File: config.mk
export PLATFORM = sky130hd
export DESIGN_NAME = multicycle_alu_ctrl
export DESIGN_NICKNAME = d
export VERILOG_FILES = /design/src/rtl/multicycle_alu_ctrl.sv
export SDC_FILE = /design/constraint.sdc
export NUM_CORES = 1
export LEC_CHECK = 0
export ABC_CLOCK_PERIOD_IN_PS = 5800
export CORE_ASPECT_RATIO = 2
export CORE_MARGIN = 5
export CORE_UTILIZATION = 26
export CTS_BUF_LIST = sky130_fd_sc_hd__clkbuf_4 sky130_fd_sc_hd__clkbuf_8 sky130_fd_sc_hd__clkbuf_16
export DETAILED_ROUTE_END_ITERATION = 8
export PLACE_DENSITY_LB_ADDON = 0.2
export SLEW_MARGIN = 10
export SYNTH_ARGS = -nofsm -noshare
export SYNTH_HDL_FRONTEND = slang
export SYNTH_SLANG_ARGS = --single-unit
File: constraint.sdc
create_clock -name clk -period 5.8 [get_ports clk]
set_input_delay 1.45 -clock clk [delete_from_list [all_inputs] [get_ports clk]]
set_output_delay 1.45 -clock clk [all_outputs]
set_load 0.02 [all_outputs]
File: src/rtl/multicycle_alu_ctrl.sv
`default_nettype none
// ============================================================================
// multicycle_alu_ctrl : multi-cycle control FSM driving the ALU op code,
//                       datapath enables and memory handshakes.
// Revision 1.0 - initial release
// ============================================================================
module multicycle_alu_ctrl #(
  parameter logic [5:0] SUBI_OPC   = 6'h18,
  parameter bit         ILLEGAL_EN = 1'b1
) (
  input  logic        clk,
  input  logic        rst_n,
  input  logic [31:0] instr,
  input  logic        imem_ready,
  input  logic        dmem_ready,
  input  logic        zero,
  output logic [5:0]  alu_control_out,
  output logic        alu_src_b,
  output logic        imem_req,
  output logic        ir_write,
  output logic        pc_write,
  output logic        pc_src,
  output logic        mem_read,
  output logic        mem_write,
  output logic [1:0]  mem_size,
  output logic        reg_write,
  output logic        reg_dst,
  output logic        mem_to_reg,
  output logic        illegal,
  output logic [2:0]  state_out
);

  localparam logic [5:0] ALU_ADD  = 6'b000000;
  localparam logic [5:0] ALU_SUB  = 6'b000001;
  localparam logic [5:0] ALU_AND  = 6'b000010;
  localparam logic [5:0] ALU_NOR  = 6'b000011;
  localparam logic [5:0] ALU_OR   = 6'b000100;
  localparam logic [5:0] ALU_SLT  = 6'b000101;
  localparam logic [5:0] ALU_ADDI = 6'b000110;
  localparam logic [5:0] ALU_ANDI = 6'b000111;
  localparam logic [5:0] ALU_SUBI = 6'b001000;
  localparam logic [5:0] ALU_ORI  = 6'b001001;
  localparam logic [5:0] ALU_BEQ  = 6'b001010;
  localparam logic [5:0] ALU_BNEQ = 6'b001011;
  localparam logic [5:0] ALU_BGEZ = 6'b001100;
  localparam logic [5:0] ALU_SLTI = 6'b001101;
  localparam logic [5:0] ALU_LH   = 6'b001110;
  localparam logic [5:0] ALU_LW   = 6'b001111;
  localparam logic [5:0] ALU_LB   = 6'b010100;
  localparam logic [5:0] ALU_LUI  = 6'b010011;

  typedef enum logic [2:0] {
    S_INIT   = 3'd0,
    S_FETCH  = 3'd1,
    S_DECODE = 3'd2,
    S_EXEC   = 3'd3,
    S_MEM    = 3'd4,
    S_WB     = 3'd5
  } state_t;

  typedef enum logic [2:0] {
    C_NONE   = 3'd0,
    C_RTYPE  = 3'd1,
    C_ITYPE  = 3'd2,
    C_BRANCH = 3'd3,
    C_LOAD   = 3'd4,
    C_STORE  = 3'd5
  } class_t;

  state_t      state, state_nx;
  class_t      op_class, dec_class;
  logic [5:0]  ir_op, ir_funct, alu_code, dec_code;
  logic [4:0]  ir_rt;
  logic [1:0]  mem_sz, dec_size;
  logic        dec_illegal, class_srcb;
  logic        unused_instr_bits;

  // Only opcode, rt and funct steer control; the rest belongs to the datapath.
  assign unused_instr_bits = ^{instr[25:21], instr[15:6]};

  always_comb begin
    dec_class = C_NONE;
    dec_code  = ALU_ADD;
    dec_size  = 2'b00;
    if (ir_op == SUBI_OPC) begin
      dec_class = C_ITYPE; dec_code = ALU_SUBI;
    end else begin
      case (ir_op)
        6'h00: begin
          dec_class = C_RTYPE;
          case (ir_funct)
            6'h20:   dec_code = ALU_ADD;
            6'h22:   dec_code = ALU_SUB;
            6'h24:   dec_code = ALU_AND;
            6'h25:   dec_code = ALU_OR;
            6'h27:   dec_code = ALU_NOR;
            6'h2A:   dec_code = ALU_SLT;
            default: dec_class = C_NONE;
          endcase
        end
        6'h08: begin dec_class = C_ITYPE;  dec_code = ALU_ADDI; end
        6'h0C: begin dec_class = C_ITYPE;  dec_code = ALU_ANDI; end
        6'h0D: begin dec_class = C_ITYPE;  dec_code = ALU_ORI;  end
        6'h0A: begin dec_class = C_ITYPE;  dec_code = ALU_SLTI; end
        6'h0F: begin dec_class = C_ITYPE;  dec_code = ALU_LUI;  end
        6'h04: begin dec_class = C_BRANCH; dec_code = ALU_BEQ;  end
        6'h05: begin dec_class = C_BRANCH; dec_code = ALU_BNEQ; end
        6'h01: if (ir_rt == 5'd1) begin
                 dec_class = C_BRANCH; dec_code = ALU_BGEZ;
               end
        6'h20: begin dec_class = C_LOAD;  dec_code = ALU_LB; dec_size = 2'b00; end
        6'h21: begin dec_class = C_LOAD;  dec_code = ALU_LH; dec_size = 2'b01; end
        6'h23: begin dec_class = C_LOAD;  dec_code = ALU_LW; dec_size = 2'b10; end
        6'h2B: begin dec_class = C_STORE; dec_code = ALU_ADD; dec_size = 2'b10; end
        default: dec_class = C_NONE;
      endcase
    end
    if (dec_class == C_NONE) begin
      dec_code = ALU_ADD;
      dec_size = 2'b00;
    end
    dec_illegal = (dec_class == C_NONE);
  end

  always_ff @(posedge clk or negedge rst_n) begin
    if (!rst_n) begin
      state    <= S_INIT;
      ir_op    <= 6'd0;
      ir_rt    <= 5'd0;
      ir_funct <= 6'd0;
      op_class <= C_NONE;
      alu_code <= ALU_ADD;
      mem_sz   <= 2'b00;
    end else begin
      state <= state_nx;
      if (state == S_FETCH && imem_ready) begin
        ir_op    <= instr[31:26];
        ir_rt    <= instr[20:16];
        ir_funct <= instr[5:0];
      end
      if (state == S_DECODE) begin
        op_class <= dec_class;
        alu_code <= dec_code;
        mem_sz   <= dec_size;
      end
    end
  end

  assign class_srcb = (op_class == C_ITYPE) || (op_class == C_LOAD) || (op_class == C_STORE);
  assign state_out  = state;

  always_comb begin
    state_nx        = state;
    alu_control_out = ALU_ADD;
    alu_src_b       = 1'b0;
    imem_req        = 1'b0;
    ir_write        = 1'b0;
    pc_write        = 1'b0;
    pc_src          = 1'b0;
    mem_read        = 1'b0;
    mem_write       = 1'b0;
    mem_size        = 2'b00;
    reg_write       = 1'b0;
    reg_dst         = 1'b0;
    mem_to_reg      = 1'b0;
    illegal         = 1'b0;
    case (state)
      S_INIT: state_nx = S_FETCH;
      S_FETCH: begin
        imem_req = 1'b1;
        if (imem_ready) begin
          ir_write = 1'b1;
          pc_write = 1'b1;
          state_nx = S_DECODE;
        end
      end
      S_DECODE: begin
        // With ILLEGAL_EN=0 an undecodable word simply retires as a NOP.
        if (dec_illegal) begin
          illegal  = ILLEGAL_EN;
          state_nx = S_FETCH;
        end else begin
          state_nx = S_EXEC;
        end
      end
      S_EXEC: begin
        alu_control_out = alu_code;
        alu_src_b       = class_srcb;
        case (op_class)
          C_BRANCH: begin
            pc_write = zero;
            pc_src   = 1'b1;
            state_nx = S_FETCH;
          end
          C_LOAD, C_STORE: state_nx = S_MEM;
          default:         state_nx = S_WB;
        endcase
      end
      S_MEM: begin
        alu_control_out = alu_code;
        alu_src_b       = class_srcb;
        mem_read        = (op_class == C_LOAD);
        mem_write       = (op_class == C_STORE);
        mem_size        = mem_sz;
        if (dmem_ready)
          state_nx = (op_class == C_LOAD) ? S_WB : S_FETCH;
      end
      S_WB: begin
        alu_control_out = alu_code;
        alu_src_b       = class_srcb;
        reg_write       = 1'b1;
        reg_dst         = (op_class == C_RTYPE);
        mem_to_reg      = (op_class == C_LOAD);
        state_nx        = S_FETCH;
      end
      default: state_nx = S_INIT;
    endcase
  end

endmodule
`default_nettype wire
==> results.json <==
{
  "finalPower_uw": 1230,
  "ys_async_sr_fraction_pct": 100,
  "cts_root_buf": "clkbuf_16",
  "vias_per_cell": 4.79,
  "synth_sequential_area_ratio_pct": 42.2,
  "synth_edf_count": 0,
  "design_area_um2": 2410,
  "clkTransAtPathRegs_ns": 0.05,
  "hold_class": "flop to flop",
  "cts.sinks": 30,
  "worstRegToRegCells": 4,
  "antenna_found_initial": 0,
  "track_usage_pct": 11.7,
  "insertion_delay_ns": 0.27,
  "area.growth.synth_to_final_pct": 35.5,
  "rsz0062_at_grt": "no",
  "drv_cap": 0,
  "dieArea_um2": 8690,
  "grt_max_degree": 31,
  "netlist_area_um2": 1780,
  "r2r-end": "ir_op[3]$_DFFE_PN0P_",
  "grt_pass1_vias": 1600,
  "slowest_stage": "clkdlybuf4s50_1",
  "post-cts-setup-buffer-count": 0,
  "p_leak_uw": 0.000953,
  "crit_arrival_ns": 3.27,
  "slew_violations": 0,
  "whs_path_depth": 2,
  "setup_viol": 0,
  "critPathMaxStageDelay_ns": 0.60,
  "rrSetupSlack_ns": 3.74,
  "period_share_pct": 81.3,
  "swShare_pct": 40.5,
  "critPathMostFrequentCell": "clkdlybuf4s50_1",
  "dp_hpwl_um": 3620,
  "syn_inst": 197,
  "post-route-drc-count": 0,
  "start_util_pct": 26.9,
  "r2r-start": "state_out[1]$_DFFE_PN0P_",
  "cts_tree": "done",
  "critPathLaunchType": "input port",
  "drive_above_1_share_pct": 6.41,
  "placed_area_um2": 2270,
  "ctsLongestPathBuffers": 2,
  "num_rows": 42,
  "hold_viol": 0,
  "io_pins": 59,
  "worst_slack_ns": 1.08,
  "post-route-min-period_ns": 4.72,
  "p_per_area_nw_per_um2": 509,
  "pwr-share-comb_pct": 42.2,
  "clkPwrFrac_pct": 20.0,
  "die_y_um": 127,
  "postSynthAreaPerCell_um2": 9.03,
  "grt_overflow": 0,
  "crit_fanout": 12,
  "core-area_um2": 6620,
  "outcome": "complete, no violations",
  "internal-power_uw": 729,
  "insertedDiodeCount": 0,
  "grt_pass1_wl_um": 7760,
  "cts_resized": 0,
  "cts_hold_buf": 0,
  "initialDrtViolationCount": 43,
  "switching_power_uw": 497,
  "worst_pin_slew_ns": 0.689,
  "yosysWarnings": 0,
  "dr_total_vias": 1541,
  "portBuffers": 42,
  "min-delay-start": "mem_sz[0]$_DFFE_PN0N_",
  "skew_ns": 0.00411,
  "drtAntennaViolNets": 0,
  "synth_nets": 234,
  "nNetsFinal": 271,
  "power.share.sequential_pct": 37.8,
  "dp_slack_ns": 0.987,
  "die_w_um": 68.5,
  "slew_headroom_pct": 54.0,
  "totalWireLength_um": 4570,
  "numCtsBuffers": 5,
  "routedWlPerCell_um": 14.2,
  "synthFlopType": "dfrtp_1",
  "firstDrtPassIters": 5,
  "ir_drop_mv": 0.226,
  "end_kind": "output port",
  "cp_cell_sequence": "clkdlybuf4s50_1 > nand2b_1 > nor2_2 > a21o_1 > clkdlybuf4s50_1",
  "holdPathEnd": "mem_sz[0]$_DFFE_PN0N_",
  "worstSetupPathType": "input port to output port",
  "cp.required_ns": 4.35,
  "tns_ns": 0,
  "fmax_mhz": 212,
  "synth.ff_latch_count": 30,
  "synth_cell_types": 48,
  "ctsHtreeMaxLevel": 2,
  "place_congestion": 0.888
}
## power groups by stage
stage | clock network (uW) | logic (uW) | registers [uW]
CTS | 254 | 528 | 464
global placement | 0 | 522 | 465
global route | 262 | 581 | 487
floorplan | 0 | 426 | 377
finish | 245 | 518 | 463
detailed placement | 0 | 527 | 468
## layout by cell type, fill, tap and decap left out, types with 3 or more instances in the layout
cell             count
dfrtp_1             30
o21ai_1             10
nand2b_1             7
and3_1               3
nor2_1              17
or3b_1               3
clkdlybuf4s50_1     42
buf_4                3
clkbuf_16            5
o22ai_1              3
nor2b_1              3
nor3b_1              3
a21oi_1             10
nand3_1              6
o21a_1               3
mux2_1              14
a31oi_1              5
nor3_1               4
and2_1               8
nand2_1             18
## worst max-delay path by stage
stage,from,slack [ns],cells past startpoint,endpoint
2_1_floorplan,imem_ready,1.90,4,pc_write
3_3_place_gp,imem_ready,1.00,4,ir_write
3_5_place_dp,imem_ready,0.99,5,pc_write
4_1_cts,imem_ready,0.99,5,pc_write
5_1_grt,imem_ready,0.92,4,ir_write
6_report,imem_ready,1.08,5,pc_write
## metal layers
metal  up-vias  global-route usage (%)  part of all wire, %
met5         -                       0                    0
met4         0                    6.21                  3.3
met3         9                    1.86                  3.8
met2        32                    22.3                   58
met1       720                    11.1                   35
li1        780                       -                    -
## synth_stat cells (2+ instances only)
library cell | instances | share of area [%]
nor4b_1 | 2 | 0.99
nor3_1 | 4 | 1.1
a31oi_1 | 5 | 1.8
clkbuf_1 | 11 | 2.3
nor3b_1 | 3 | 1.3
o21ai_1 | 10 | 2.8
o21a_1 | 3 | 1.3
and2_1 | 8 | 2.8
nand3b_1 | 2 | 0.84
nor2_1 | 18 | 3.8
o31ai_1 | 2 | 0.84
dfrtp_1 | 30 | 42
nand3_1 | 6 | 1.7
mux2_1 | 14 | 8.9
buf_2 | 3 | 0.84
nor2b_1 | 3 | 1.1
a21oi_1 | 10 | 2.8
and4b_1 | 2 | 1.1
o22ai_1 | 3 | 1.1
or3b_1 | 3 | 1.5
nand2_1 | 18 | 3.8
and3_1 | 3 | 1.1
nand2b_1 | 7 | 2.5
inv_1 | 2 | 0.42
inv_2 | 2 | 0.42
## kinds of logic after synthesis
family / after synthesis / synth area share [%]
AOI/OAI and AO/OA: 44 / 15.6
muxes: 15 / 9.50
DFF: 30 / 42.2
buffers and inverters: 19 / 4.43
adders and majority gates: 1 / 0.563
and+or+nand+nor: 86 / 27.0
other: 1 / 0.211
xor gates and xnor gates: 1 / 0.493
## critical path: cells and delay by family
family	cells	cell delay (ns)
buffers and inverters	2	1.06
and+or+nand+nor	2	0.62
AOI/OAI and AO/OA	1	0.14
## cell type report
cell class | instances | area, um^2
repair buffers | 45 | 443
well taps | 88 | 110
fillers | 735 | 4210
inverters | 4 | 15.0
clock buffers | 7 | 140
multi-input cells | 148 | 951
flip-flops and latches | 30 | 751
## flip-flops by register name, summed over array words and instances (netlist names)
signal,flops
ir_funct,6
ir_op,6
alu_code,5
ir_rt,5
op_class,3
state_out,3
mem_sz,2
## stage by stage
step                instances  hold slack (ns)  utilization (%)
finish                    322            0.464             36.4
global route              322            0.499             36.4
CTS                       322            0.466             36.4
detailed placement        315            0.454             34.3
global placement          315            0.451             34.3
floorplan                 197            0.435                -
(Power assumes the default switching activity.)
